--- src/rtl/instr_mem_loader.sv ---
// Unpacks 32-bit instruction words into big-endian byte writes to a 256x8 store, one session per start.
// Latency: word accepted at N, bytes written N+1..N+4; in_ready low while writing (1 word / 5 cycles).
module instr_mem_loader #(
    parameter logic [7:0] BASE_ADDR = 8'h00,
    parameter int         MAX_BYTES = 256
) (
    input  logic        clk,
    input  logic        rst_n,
    input  logic        start,
    input  logic        in_valid,
    input  logic [31:0] in_word,
    input  logic        in_last,
    output logic        in_ready,
    output logic        mem_we,
    output logic [7:0]  mem_addr,
    output logic [7:0]  mem_wdata,
    output logic        busy,
    output logic        done,
    output logic        overflow,
    output logic [8:0]  byte_count
);

    localparam logic [8:0] LIMIT = 9'(MAX_BYTES - 4);

    typedef enum logic [2:0] {
        IDLE,
        ACCEPT,
        WRITE,
        DONE,
        ERROR
    } state_t;

    state_t      r_state;
    logic [7:0]  r_addr;
    logic [8:0]  r_count;
    logic [31:0] r_word;
    logic        r_last;
    logic [1:0]  r_idx;
    logic        r_rdy;
    logic        r_we;
    logic        r_busy;
    logic        r_done;
    logic        r_ovf;
    logic [8:0]  w_count_nxt;

    assign w_count_nxt = r_count + 9'd1;

    always_ff @(posedge clk or negedge rst_n) begin
        if (!rst_n) begin
            r_state <= IDLE;
            r_addr  <= BASE_ADDR;
            r_count <= '0;
            r_word  <= '0;
            r_last  <= 1'b0;
            r_idx   <= '0;
            r_rdy   <= 1'b0;
            r_we    <= 1'b0;
            r_busy  <= 1'b0;
            r_done  <= 1'b0;
            r_ovf   <= 1'b0;
        end else begin
            case (r_state)
                IDLE, DONE, ERROR: begin
                    if (start) begin
                        r_state <= ACCEPT;
                        r_addr  <= BASE_ADDR;
                        r_count <= '0;
                        r_done  <= 1'b0;
                        r_ovf   <= 1'b0;
                        r_busy  <= 1'b1;
                        r_rdy   <= 1'b1;
                    end
                end
                ACCEPT: begin
                    // r_rdy already encodes the capacity check; count is frozen here
                    if (in_valid && r_rdy) begin
                        r_word  <= in_word;
                        r_last  <= in_last;
                        r_idx   <= '0;
                        r_state <= WRITE;
                        r_rdy   <= 1'b0;
                        r_we    <= 1'b1;
                    end else if (in_valid) begin
                        r_state <= ERROR;
                        r_ovf   <= 1'b1;
                        r_busy  <= 1'b0;
                        r_rdy   <= 1'b0;
                    end
                end
                WRITE: begin
                    r_addr  <= r_addr + 8'd1;
                    r_count <= w_count_nxt;
                    r_idx   <= r_idx + 2'd1;
                    if (r_idx == 2'd3) begin
                        r_we <= 1'b0;
                        if (r_last) begin
                            r_state <= DONE;
                            r_done  <= 1'b1;
                            r_busy  <= 1'b0;
                        end else begin
                            r_state <= ACCEPT;
                            r_rdy   <= (w_count_nxt <= LIMIT);
                        end
                    end
                end
                default: begin
                    r_state <= IDLE;
                    r_we    <= 1'b0;
                    r_rdy   <= 1'b0;
                    r_busy  <= 1'b0;
                end
            endcase
        end
    end

    always_comb begin
        mem_wdata = r_word[31:24];
        case (r_idx)
            2'd1:    mem_wdata = r_word[23:16];
            2'd2:    mem_wdata = r_word[15:8];
            2'd3:    mem_wdata = r_word[7:0];
            default: mem_wdata = r_word[31:24];
        endcase
    end

    assign in_ready   = r_rdy;
    assign mem_we     = r_we;
    assign mem_addr   = r_addr;
    assign busy       = r_busy;
    assign done       = r_done;
    assign overflow   = r_ovf;
    assign byte_count = r_count;

endmodule

--- config.mk ---
export PLATFORM = sky130hd
export DESIGN_NAME = instr_mem_loader
export DESIGN_NICKNAME = d
export VERILOG_FILES = /design/src/rtl/instr_mem_loader.sv
export SDC_FILE = /design/constraint.sdc
export NUM_CORES = 1
export LEC_CHECK = 0
export ABC_AREA = 1
export CORE_UTILIZATION = 35
export DETAILED_ROUTE_END_ITERATION = 8
export GPL_ROUTABILITY_DRIVEN = 0
export PLACE_DENSITY = 0.62
export SETUP_SLACK_MARGIN = 0.05
export SLEW_MARGIN = 20
export SYNTH_ARGS = -nofsm -noshare
export SYNTH_HDL_FRONTEND = slang
export SYNTH_SLANG_ARGS = --single-unit
--- constraint.sdc ---
create_clock -name clk -period 1.35 [get_ports clk]
set_input_delay 0.27 -clock clk [delete_from_list [all_inputs] [get_ports clk]]
set_output_delay 0.27 -clock clk [all_outputs]
set_load 0.1 [all_outputs]
# Word-level counts from Yosys, hierarchy flattened
# Index checks and enable logic that the tools add are counted.
classes:
  add_sub_neg: 3
  magnitude_cmp: 1
  eq_ne: 15
  n_mux: 33
  bitwise: 1
  reduce_logical: 15
op_table:
  columns: ["operator", "count"]
  rows:
  - ["case mux 8 bit (3 select lines)", 1]
  - ["case mux 9 bit (2 select lines)", 1]
  - ["case mux 8 bit (2 select lines)", 1]
  - ["two-way mux 1 bit", 15]
  - ["inequality test 2 bit (second input constant)", 7]
  - ["two-way mux 3 bit", 4]
  - ["AND reduction 4 bit", 3]
  - ["adder 9 x 1 -> 9 bit (second input constant)", 1]
  - ["<= comparator 9 x 8 -> 1 bit (second input constant)", 1]
  - ["two-way mux 9 bit", 1]
  - ["case mux 1 bit (3 select lines)", 3]
  - ["case mux 3 bit (3 select lines)", 1]
  - ["adder 8 x 1 -> 8 bit (second input constant)", 1]
  - ["two-way mux 8 bit", 1]
  - ["equality test 3 x 2 -> 1 bit (second input constant)", 2]
  - ["AND reduction 2 bit", 3]
  - ["AND reduction 3 bit", 2]
  - ["nonzero test 2 bit", 3]
  - ["AND reduction 5 bit", 1]
  - ["equality test 2 bit (second input constant)", 2]
  - ["two-way mux 2 bit", 2]
  - ["case mux 1 bit (2 select lines)", 2]
  - ["case mux 2 bit (2 select lines)", 1]
  - ["equality test 3 x 1 -> 1 bit (second input constant)", 1]
  - ["8 further kinds", 8]
word_totals:
  register_bits: 60
  inputBits: 37
  out_inout_bits: 30
  wordCells: 79

# Longest topological paths before layout
logic_depth:
  word_depth: 5
  mapped_depth: 12
  mapped_depth_nobuf: 12

# Worst setup path before layout
# No wires, ideal clock.
synth_timing:
  path_kind: "reg-to-output"
  from: "reg r_idx[0]"
  to: "out mem_wdata[0]"
  arrival_time_ps: 3144
  t_required_ps: 1080
  slack_ps: -2064
  stages_incl_launch_ff: 7
  path_buffers: 1
  cell_sequence: "dfrtp_1 -> inv_1 -> ha_1 -> clkbuf_1 -> a22o_1 -> a21oi_1 -> o21ai_0"
synth_via:
  elab_chain_len: 2
  word_cells_on_any_way: 4
  classes_between: "eq/ne (3); mux (1)"
synth_rtl:
  columns: ["element", "line_no", "rtl"]
  rows:
  - ["from (decl)", "38", "logic [1:0] r_idx;"]
  - ["from (signal assigned)", "93", "r_idx <= r_idx + 2'd1;"]
  - ["equality test 2 bit / equality test 2 x 1 -> 1 bit (equally long branches)", "118", "case (r_idx)"]
  - ["case mux 8 bit (3 select lines) *", "118", null]
  - ["to (decl)", "16", "output logic [7:0] mem_wdata,"]
# Mark *: on every way between the ends. The rest lies on a longest branch, timed or not.

# Worst setup path in the final report
# Ends and elaborated chain as after synthesis.

==> results.sh <==
export IMPL_ys_types=25
export IMPL_hpwl_um=5638
export IMPL_cp_max_fo=8
export IMPL_synth_top_cell_by_area="dfrtp_1"
export IMPL_die_w_um=93.50
export IMPL_utilization_pct=66.30
export IMPL_synthXorXnorAreaFrac_pct=0.2989
export IMPL_synth_seq_cells=60
export IMPL_htreeDepth=3
export IMPL_fin_setup_tns_ns=-7.785
export IMPL_clk_pin_slew_ns=0.07
export IMPL_routedWlPerCell_um=15.69
export IMPL_grt_pass1_vias=2911
export IMPL_port_buffers=66
export IMPL_totalWireLength_um=9474
export IMPL_r2r_cells=10
export IMPL_core_area_um2=8175
export IMPL_outcome="finished with violations"
export IMPL_route_detailed_drc=0
export IMPL_max_cap_viol_count=0
export IMPL_n_fill_cell=601
export IMPL_cts_path_max_buffers=2
export IMPL_vdd_drop_max_mv=0.9739
export IMPL_cts_tree="done"
export IMPL_initial_core_util_pct=35.84
export IMPL_final_area_um2=5420
export IMPL_syn_nets=411
export IMPL_num_io_pins=67
export IMPL_synthAdderAreaFrac_pct=2.989
export IMPL_tightest_slew_ns=0.3357
export IMPL_cp_required_ns=1.08
export IMPL_muxShareOfSynthArea_pct=0
export IMPL_grt_max_degree=61
export IMPL_pre_cts_slack_ns=-0.3425
export IMPL_dr_first_iter_drc_count=107
export IMPL_synth_top_cell_area_share_pct=51.24
export IMPL_antenna_left=0
export IMPL_yosysWarnings=0
export IMPL_worstPathArrival_ns=1.68
export IMPL_clock_latency_ns=0.34
export IMPL_setup_viol=70
export IMPL_die_area_um2=8742
export IMPL_ys_seq_area_share_pct=51.24
export IMPL_synth_top_family_by_area="simple AND/OR/NAND/NOR gates"
export IMPL_syn_to_final_growth_pct=84.97
export IMPL_power_leakage_nw=2.390
export IMPL_multiInputGateArea_um2=1778
export IMPL_n_antenna_cell=0
export IMPL_netlist_area_um2=2930
export IMPL_violations="setup timing"
export IMPL_antenna_found_initial=0
export IMPL_setup_worst_path_end_class="primary output"
export IMPL_r2r_start="r_idx[1]"
export IMPL_cp_start_kind="flop"
export IMPL_rsz0062_at_grt="yes"
export IMPL_drtPass1Iterations=4
export IMPL_r2r_end="r_state[1]"
export IMPL_dpl_instance_area_um2=4504
export IMPL_synth_area_per_cell_um2=7.984
export IMPL_relSlewSlack_pct=77.62
export IMPL_cts_made_buffers=9
export IMPL_root_buffer="clkbuf_8"
export IMPL_rows=33
export IMPL_grt_pass1_wl_um=13730
export IMPL_setup_ws_ns=-0.5955
export IMPL_fin_skew_ns=0.009668
export IMPL_fmax_ghz=0.5140
export IMPL_synthCells=367
export IMPL_clock_sinks=60
export IMPL_fin_crit_sh_pct=144.1
export IMPL_p_total_w=0.01202
export IMPL_drv_slew=0
export IMPL_worstSetupPathType="reg2out"
export IMPL_vias_per_cell=4.975
export IMPL_synth_simple_area_share_pct=27.33
export IMPL_die_y_um=93.50
export IMPL_synth_area_leaders="dfrtp_1 51%, nand2_1 19%, o21ai_0 4.4%, inv_1 3.1%, ha_1 3.0%"
export IMPL_final_nets=538
export IMPL_fin_crit_ns=1.946
export IMPL_grt_overflow=0
export IMPL_synth_compound_area_share_pct=12.04
export IMPL_hold_viol=0
export IMPL_hp_class="in2async"
export IMPL_vias=3005
export IMPL_register_area_um2=1560
export IMPL_reg2reg_slack_ns=-0.28
export IMPL_layout_drive_gt1_share_pct=45.09
export IMPL_groute_usage_overall_pct=20.70
export IMPL_power_density_nw_per_um2=2217
-- logic make-up after synthesis --
group                      after synthesis
buffers and inverters                   40
xor gates and xnor gates                 1
DFF                                     60
AOI/OAI and AO/OA                       62
and+or+nand+nor                        197
adders and majority gates                7
-- through the flow --
step | cells | hold WS (ns)
floorplan | 367 | -0.02559
CTS | 593 | 0.4525
global route | 604 | 0.4593
global placement | 564 | 0.3040
finish | 604 | 0.4613
detailed placement | 564 | 0.3064
-- report_power, final --
part | leakage [nW] | internal [W] | switching [W] | total [W]
combinational | 1.54 | 0.00290 | 0.00411 | 0.00701
clock | 0.105 | 0.00109 | 0.000769 | 0.00185
sequential | 0.744 | 0.00244 | 0.000714 | 0.00315
-- cell usage in the layout (no fill, tap or decap), types with 12 or more instances in the layout --
cell and count:
nand2_1 130, dfrtp_1 39, clkdlybuf4s50_1 35, buf_12 34, buf_4 33, buf_6 22
inv_1 17, nor2_1 13, dfrtp_4 13, a21oi_2 12
-- final cells by class --
cell class | count | share of cell area [%]
multi-input cells | 267 | 32.80
repair buffers | 129 | 29.64
flip-flops and latches | 60 | 28.79
clock buffers | 10 | 2.539
well taps | 105 | 2.424
inverters | 27 | 2.193
clock inverters | 6 | 1.616
-- routing by layer --
layer / GRT usage (%) / wire, um
met1: 25.17 / 3881
met2: 35.05 / 4766
met3: 5.772 / 518
met4: 7.308 / 307
met5: 0 / 0
-- registers in the layout, summed over array words and instances (netlist names) --
register,flops
busy,1
byte_count,9
done,1
in_ready,1
mem_addr,8
mem_we,1
overflow,1
r_idx,2
r_last,1
r_state,3
r_word,32
-- cell usage after synthesis --
| master | number |
|---|---|
| nor3_1 | 3 |
| o21ai_0 | 26 |
| clkbuf_1 | 3 |
| buf_2 | 7 |
| dfrtp_1 | 60 |
| o22ai_1 | 5 |
| nor2_2 | 5 |
| inv_2 | 2 |
| buf_4 | 1 |
| nor2_1 | 19 |
| clkinv_2 | 1 |
| o31ai_1 | 1 |
| nor2_4 | 1 |
| nand2_2 | 3 |
| nand3_2 | 1 |
| xor2_1 | 1 |
| o21ai_1 | 4 |
| a21oi_1 | 17 |
| ha_1 | 7 |
| nand3_1 | 17 |
| buf_6 | 2 |
| nand4_1 | 1 |
| a22o_1 | 9 |
| inv_1 | 24 |
| nand2_1 | 147 |
-- critical path, cell delays in order, from the launching register on --
cell	delay (ns)
dfrtp_2	0.44
inv_4	0.06
ha_4	0.19
a22o_1	0.22
a21oi_2	0.17
o21ai_4	0.09
buf_12	0.17
-- how the worst max path moves through the flow --
stage / startpoint / to / slack [ns] / cells past startpoint
6_report: r_idx[0] / mem_wdata[0] / -0.60 / 6
5_1_grt: r_idx[0] / mem_wdata[0] / -0.65 / 6
4_1_cts: r_idx[0] / mem_wdata[1] / -0.57 / 6
3_5_place_dp: r_idx[1] / mem_wdata[1] / -0.34 / 5
3_3_place_gp: r_idx[1] / mem_wdata[1] / -0.31 / 5
2_1_floorplan: r_idx[0] / mem_wdata[0] / -0.43 / 6
-- timing repair --
| item | in CTS | in global routing |
|---|---|---|
| setup buffers | 12 | 9 |
| pin swaps | 14 | 19 |
| gates cloned | 0 | 3 |
| hold buffers | 1 | 0 |
| gates resized for setup | 78 | 53 |
| endpoints found under the hold margin | 60 | 0 |
| setup endpoints to repair | 78 | 79 |
Note: power is estimated with default switching activity, not from simulation.
